[config.mk]
export PLATFORM = sky130hd
export DESIGN_NAME = uart_tx_frame
export DESIGN_NICKNAME = d
export VERILOG_FILES = /design/src/rtl/uart_tx_frame.sv
export SDC_FILE = /design/constraint.sdc
export NUM_CORES = 1
export LEC_CHECK = 0
export BUFFER_PORTS_ARGS = -buffer_cell sky130_fd_sc_hd__buf_2
export CORE_UTILIZATION = 62
export CTS_CLUSTER_DIAMETER = 200
export DETAILED_ROUTE_END_ITERATION = 6
export PLACE_DENSITY_LB_ADDON = 0.1
export SYNTH_ARGS = -nofsm -noshare
export SYNTH_HDL_FRONTEND = slang
export SYNTH_SLANG_ARGS = --single-unit
[constraint.sdc]
create_clock -name clk -period 4.9 [get_ports clk]
set_clock_uncertainty 0.1 [all_clocks]
set_input_delay 0.245 -clock clk [delete_from_list [all_inputs] [get_ports clk]]
set_output_delay 0.245 -clock clk [all_outputs]
set_load 0.02 [all_outputs]
[src/rtl/uart_tx_frame.sv]
// Parametrised UART transmitter: one word per frame, valid/ready intake,
// configurable data width, parity and stop bits; tx is always registered.
module uart_tx_frame #(
  parameter int CLK_HZ    = 50000000,
  parameter int BAUD      = 9600,
  parameter int DATA_BITS = 8,
  parameter int PARITY    = 0,
  parameter int STOP_BITS = 1
) (
  input  logic                 clk,
  input  logic                 rst,
  input  logic                 s_valid,
  input  logic [DATA_BITS-1:0] s_data,
  output logic                 s_ready,
  output logic                 tx,
  output logic                 busy,
  output logic                 done
);

  localparam int DIV   = CLK_HZ / BAUD;
  localparam int CNT_W = (DIV > 2) ? $clog2(DIV) : 1;

  localparam logic [CNT_W-1:0] CNT_MAX   = CNT_W'(DIV - 1);
  localparam logic [3:0]       LAST_DATA = 4'(DATA_BITS - 1);
  localparam logic [3:0]       LAST_STOP = 4'(STOP_BITS - 1);

  localparam logic [2:0] S_IDLE   = 3'd0;
  localparam logic [2:0] S_START  = 3'd1;
  localparam logic [2:0] S_DATA   = 3'd2;
  localparam logic [2:0] S_PARITY = 3'd3;
  localparam logic [2:0] S_STOP   = 3'd4;

  logic [2:0]           state;
  logic [CNT_W-1:0]     baud_cnt;
  logic [3:0]           bit_idx;
  logic [DATA_BITS-1:0] shreg;
  logic                 par_bit;
  logic                 bit_end;

  assign bit_end = (baud_cnt == CNT_MAX);
  assign s_ready = (state == S_IDLE);
  assign busy    = (state != S_IDLE);

  // tx is updated on the same edge as the state, so each bit's first cycle
  // coincides with entry into the state that owns it.
  always_ff @(posedge clk) begin
    if (rst) begin
      state    <= S_IDLE;
      baud_cnt <= '0;
      bit_idx  <= '0;
      shreg    <= '0;
      par_bit  <= 1'b0;
      tx       <= 1'b1;
      done     <= 1'b0;
    end else begin
      done <= 1'b0;
      if (state != S_IDLE)
        baud_cnt <= bit_end ? '0 : baud_cnt + 1'b1;

      case (state)
        S_IDLE: begin
          if (s_valid) begin
            shreg    <= s_data;
            par_bit  <= (PARITY == 1) ? ~^s_data : ^s_data;
            baud_cnt <= '0;
            bit_idx  <= '0;
            tx       <= 1'b0;
            state    <= S_START;
          end
        end
        S_START: begin
          if (bit_end) begin
            tx      <= shreg[0];
            bit_idx <= '0;
            state   <= S_DATA;
          end
        end
        S_DATA: begin
          if (bit_end) begin
            if (bit_idx == LAST_DATA) begin
              bit_idx <= '0;
              if (PARITY != 0) begin
                tx    <= par_bit;
                state <= S_PARITY;
              end else begin
                tx    <= 1'b1;
                state <= S_STOP;
              end
            end else begin
              // Shift so the next outgoing bit always sits at index 1.
              tx      <= shreg[1];
              shreg   <= shreg >> 1;
              bit_idx <= bit_idx + 4'd1;
            end
          end
        end
        S_PARITY: begin
          if (bit_end) begin
            tx      <= 1'b1;
            bit_idx <= '0;
            state   <= S_STOP;
          end
        end
        S_STOP: begin
          if (bit_end) begin
            if (bit_idx == LAST_STOP) begin
              state <= S_IDLE;
              done  <= 1'b1;
            end else begin
              bit_idx <= bit_idx + 4'd1;
            end
          end
        end
        default: begin
          state <= S_IDLE;
          tx    <= 1'b1;
        end
      endcase
    end
  end

endmodule

# Word level (Yosys, flattened, before mapping)
# Index checks and enable logic that the tools add are counted.
dict set report op_classes {
  add_sub_neg 2
  eq_ne 16
  muxes 30
  bitwise 2
  n_reduce_logical 11
}
# cell count
set ops {}
lappend ops {{2-to-1 mux 13 bit} 4}
lappend ops {{2-to-1 mux 4 bit} 6}
lappend ops {{2-to-1 mux 8 bit} 3}
lappend ops {{2-to-1 mux 3 bit} 7}
lappend ops {{!= test 2 bit (second input constant)} 9}
lappend ops {{case mux 4 bit (4 select lines)} 1}
lappend ops {{case mux 8 bit (2 select lines)} 1}
lappend ops {{case mux 3 bit (5 select lines)} 1}
lappend ops {{adder 13 x 1 -> 13 bit (second input constant)} 1}
lappend ops {{== test 13 bit (second input constant)} 1}
lappend ops {{AND reduction 7 bit} 1}
lappend ops {{== test 3 x 2 -> 1 bit (second input constant)} 2}
lappend ops {{2-to-1 mux 1 bit} 6}
lappend ops {{AND reduction 6 bit} 1}
lappend ops {{case mux 1 bit (5 select lines)} 1}
lappend ops {{AND reduction 5 bit} 1}
lappend ops {{adder 4 x 1 -> 4 bit (second input constant)} 1}
lappend ops {{== test 4 x 3 -> 1 bit (second input constant)} 1}
lappend ops {{zero test 4 bit} 1}
lappend ops {{AND reduction 4 bit} 1}
lappend ops {{nonzero test 4 bit} 1}
lappend ops {{== test 3 x 1 -> 1 bit (second input constant)} 1}
lappend ops {{== test 3 bit (second input constant)} 1}
lappend ops {{zero test 3 bit} 1}
lappend ops {{6 further kinds} 7}
dict set report totals {
  reg_bits 30
  inputBits 11
  out_inout_bits 4
  wordCells 67
}

# Logic depth before layout (Yosys ltp)
dict set report logic_depth {
  depth_word 5
  ltp_mapped 9
}

# Worst setup path before layout
# OpenSTA, ideal clock, no wires.
dict set report synth_path {
  path_type {register to register}
  from {reg state[2]}
  to {reg bit_idx[3]}
  t_arrival_ns 1.846
  slack_ns 2.883
  path_stages_with_launch 8
  n_path_buf 2
  synth_period_minus_slack_ns 2.017
  cell_sequence {dfxtp_1 > buf_4 > or3_1 > buf_2 > inv_2 > a22oi_2 > or4_1 > a21oi_1}
}
# element line_no
set synth_rtl {}
lappend synth_rtl {{start: declaration} 33} ;# logic [2:0] state;
lappend synth_rtl {{start signal: assignment} 48} ;# state <= S_IDLE;
lappend synth_rtl {{start signal: assignment} 68} ;# state <= S_START;
lappend synth_rtl {{start signal: assignment} 75} ;# state <= S_DATA;
lappend synth_rtl {{zero test 3 bit (*)} -}
lappend synth_rtl {{named net s_ready} 14} ;# output logic s_ready,
lappend synth_rtl {{nonzero test 4 bit (no line) or != test 2 bit (tied branches)} -}
lappend synth_rtl {{AND reduction 6 bit (no line)} -}
lappend synth_rtl {{end signal: assignment} 93} ;# bit_idx <= bit_idx + 4'd1;
lappend synth_rtl {{end signal: assignment} 110} ;# bit_idx <= bit_idx + 4'd1;
lappend synth_rtl {{end: declaration} 35} ;# logic [3:0] bit_idx;
# Mark *: on every way through the listed nets, which the timed path passes. The rest lies on a longest branch.
# A chain may end at the register's enable or synchronous reset.

# Worst setup path in the final report
dict set report layout_path {
  from {reg baud_cnt[0]}
  to {reg shreg[2]}
}
dict set report layout_between {
  elab_chain_len 3
}
# element line_no
set layout_rtl {}
lappend layout_rtl {{start: declaration} 34} ;# logic [CNT_W-1:0] baud_cnt;
lappend layout_rtl {{start signal: assignment} 58} ;# baud_cnt <= bit_end ? '0 : baud_cnt + 1'b1;
lappend layout_rtl {{== test 13 bit} 40} ;# assign bit_end = (baud_cnt == CNT_MAX);
lappend layout_rtl {{!= test 2 bit (no line)} -}
lappend layout_rtl {{AND reduction 4 bit (no line)} -}
lappend layout_rtl {{end signal: assignment} 63} ;# shreg <= s_data;
lappend layout_rtl {{end signal: assignment} 92} ;# shreg <= shreg >> 1;
lappend layout_rtl {{end: declaration} 36} ;# logic [DATA_BITS-1:0] shreg;
# No other way between the ends.

==> out/metrics.csv <==
stage;metric;value;unit
status;status;completed;
cells_and_area;Ant. Diodes;0;
sta;Final Cycle Share;48.1;%
clock_network;post-CTS setup buffers;0;
logic_synthesis;Synth warnings;0;
grt;largest net degree at the start of global routing;35;
detailed_routing;DR vias;1551;
logic_synthesis;post-synthesis sequential area ratio;36.4;%
logic_synthesis;Synth Cell Area;0.00165;mm²
floorplanning;die height;53.6;µm
grt;initial antenna violation count;0;
clock_network;CTS root buf;clkbuf_4;
grt;global-route wire length before repair;5560;µm
sta;final count of hold timing violations;0;
pwr;Net Sw Power;0.000134;W
pwr;Flop pwr share;55.2;%
pwr;PwrDens;275;mW/mm²
logic_synthesis;ys async rst share;0;%
logic_synthesis;synthesized instance count;206;
detailed_routing;met1 wire length;1530;µm
critical_path;Crit path arrival time;2.50;ns
floorplanning;die area;0.00287;mm²
clock_network;CTS resizes;0;
cells_and_area;fraction of layout cells with a size suffix above 1;13.7;%
clock_network;Reg clk slew, reported paths;0.09;ns
critical_path;CP Launch Type;register;
critical_path;WS Path Type;reg2reg;
critical_path;worst path cell trace;ha_1 > and4b_1 > nand4_1 > a21oi_1 > nor2_1 > a311oi_1;
pwr;Leakage;0.601;nW
floorplanning;IO Pins;15;
sta;Pins Over Slew Limit;0;
logic_synthesis;post-synthesis register bit count;30;
critical_path;Critical Path RT;5.04;ns
logic_synthesis;post-synth top area share;36.4;%
critical_path;Worst Setup End Kind;register;
critical_path;worst-path maximum fanout;16;
critical_path;crit path max-delay cell type;a21oi_1;
placement;hpwl dp;2420;µm
run;MaxCap Viol Count;0;
detailed_routing;DR top layer;met4;
clock_network;cts hold-fix bufs;0;
detailed_routing;vias per cell;6.41;
cells_and_area;Synth-to-Final Area Change;5.23;%
logic_synthesis;syn_nets;220;
pwr;Comb power frac;13.9;%
sta;Final min period;2.35;ns
floorplanning;Die Wd;53.6;µm
sta;WHS;0.0652;ns
clock_network;clk buf depth;2;
detailed_routing;WL final;3530;µm
clock_network;CTS H-tree depth;2;
pwr;maximum VDD drop;0.195;mV
detailed_routing;number of nets with antenna violations after routing;0;
detailed_routing;drt first pass iters;4;
logic_synthesis;ys flop type;dfxtp_1;
pwr;clock network fraction of total power;30.9;%
logic_synthesis;Mapped Avg Cell Area;8.01;µm²
floorplanning;initial core utilization;66.0;%
clock_network;number of clock sinks;30;
critical_path;Worst Path Buf+Inv;0;
logic_synthesis;Synth area leaders;dfxtp_1 36%, a311oi_1 8.5%, nand2_1 7.3%;
sta;Rel. slew slack;29.7;%
detailed_routing;First DRT Iteration DRCs;38;
grt;vias in the first global route;1286;
detailed_routing;WL met3;149;µm
pwr;internal power;0.000344;W
clock_network;Num CTS Buffers;5;
worst_hold_path;worst hold path type;in2reg;
grt;All-Layer GR Usage;27.2;%
floorplanning;site row count;18;
placement;RePlAce Congestion;0.812;
placement;port bufs;14;
cells_and_area;fin nets;227;
logic_synthesis;number of flops mapped to enable cells by yosys;0;
sta;max frequency;425;MHz
floorplanning;core box area;0.00250;mm²
clock_network;CTS tree;built;
clock_network;clk_lat worst skew;0.34;ns
pwr;Net Sw Frac;28.0;%
critical_path;CP peak stage delay;0.85;ns
sta;Least-Margin Pin Slew;1.05;ns
logic_synthesis;Yosys top cell by area;dfxtp_1;
critical_path;CP top delay family;compound AO/OA/AOI/OAI gates;
detailed_routing;Avg WL per Cell;14.6;µm
grt;global route total overflow;0;
sta;final setup vio count;0;
sta;RSZ-0062 raised after global routing;false;
detailed_routing;met2 wire length;1780;µm
logic_synthesis;unique cell type count in the Yosys netlist;48;
sta;Fin Setup TNS;0;ns
detailed_routing;DR DRC count;0;
==> tightest hold or removal path, delay by kind of cell <==
| family | cells | cell delay [ns] |
|---|---|---|
| buffers and inverters | 1 | 0.10 |
| and+or+nand+nor | 1 | 0.06 |
| AOI/OAI and AO/OA | 1 | 0.06 |
==> worst paths after layout <==
check / depth (start not counted) / startpoint / slack, ns / end
max: 6 / baud_cnt[0]$_SDFF_PP0_ / 2.55 / shreg[2]$_SDFFE_PP0P_
min: 3 / s_data[7] / 0.07 / shreg[7]$_SDFFE_PP0P_
max reg2reg: 6 / baud_cnt[0]$_SDFF_PP0_ / 2.55 / shreg[2]$_SDFFE_PP0P_
min reg2reg: 2 / shreg[7]$_SDFFE_PP0P_ / 0.38 / shreg[7]$_SDFFE_PP0P_
==> layout make-up <==
type | count | area, µm²
well taps | 30 | 37.5
clock buffers | 6 | 51.3
repair buffers | 14 | 70.1
fillers | 223 | 763
multi-input cells | 158 | 962
flip-flops and latches | 30 | 601
inverters | 4 | 15.0
==> kinds of logic (layout without fill, tap and decap cells) <==
| group | after synthesis | in the layout | share of synthesized area, % |
|---|---|---|---|
| mux | 2 | 2 | 1.21 |
| compound gates | 57 | 57 | 24.1 |
| flops | 30 | 30 | 36.4 |
| buf+inv | 18 | 24 | 5.31 |
| simple gates | 96 | 96 | 30.7 |
| fa+ha+maj | 3 | 3 | 2.27 |
==> power groups by stage <==
stage / Sequential [W] / Clock [W] / Combinational [W]
final: 0.000264 / 0.000147 / 0.0000665
after global routing: 0.000265 / 0.000160 / 0.0000735
after CTS: 0.000264 / 0.000149 / 0.0000665
after detailed placement: 0.000269 / 0 / 0.0000663
after global placement: 0.000268 / 0 / 0.0000630
after floorplan: 0.000268 / 0 / 0.0000519
==> sequential cells by signal, indices dropped and copies added (netlist names) <==
name and count:
shreg 8, tx 1, done 1, bit_idx 4, baud_cnt 13, state 3
==> stage by stage <==
step | instances | util, % | area (µm²) | worst slack [ns] | total power (W)
after floorplan | 206 | - | 1650 | 2.88 | 0.000319
after global placement | 236 | 67.4 | 1690 | 2.68 | 0.000331
after detailed placement | 236 | 67.4 | 1690 | 2.56 | 0.000336
after CTS | 242 | 69.5 | 1740 | 2.54 | 0.000479
after global routing | 242 | 69.5 | 1740 | 2.28 | 0.000499
final | 242 | 69.5 | 1740 | 2.55 | 0.000477
==> cells in the mapped netlist (4+ instances only) <==
library cell  number
nand2_1           32
dfxtp_1           30
nor2_1            21
a311oi_1          16
a21oi_1           14
o21ai_0           11
nand3_1            8
clkbuf_1           7
nor3_1             7
buf_2              4
==> per-layer routing <==
metal  track usage (%)  up-vias
met5                 0        -
met4              13.2        0
met3              6.78        8
met2              47.7       37
met1              30.5      727
li1                  -      779
==> layout by cell type (no fill, tap or decap), drive strengths merged, types with 3 or more instances in the layout <==
| cell | count |
|---|---|
| nor2 | 22 |
| a22oi | 3 |
| nor3b | 3 |
| buf | 14 |
| dfxtp | 30 |
| a311oi | 16 |
| or3 | 3 |
| nand2 | 32 |
| nand2b | 3 |
| a21oi | 14 |
| nand3 | 8 |
| inv | 4 |
| ha | 3 |
| o21ai | 11 |
| nor3 | 7 |
| clkbuf | 6 |
(Power assumes the default switching activity.)
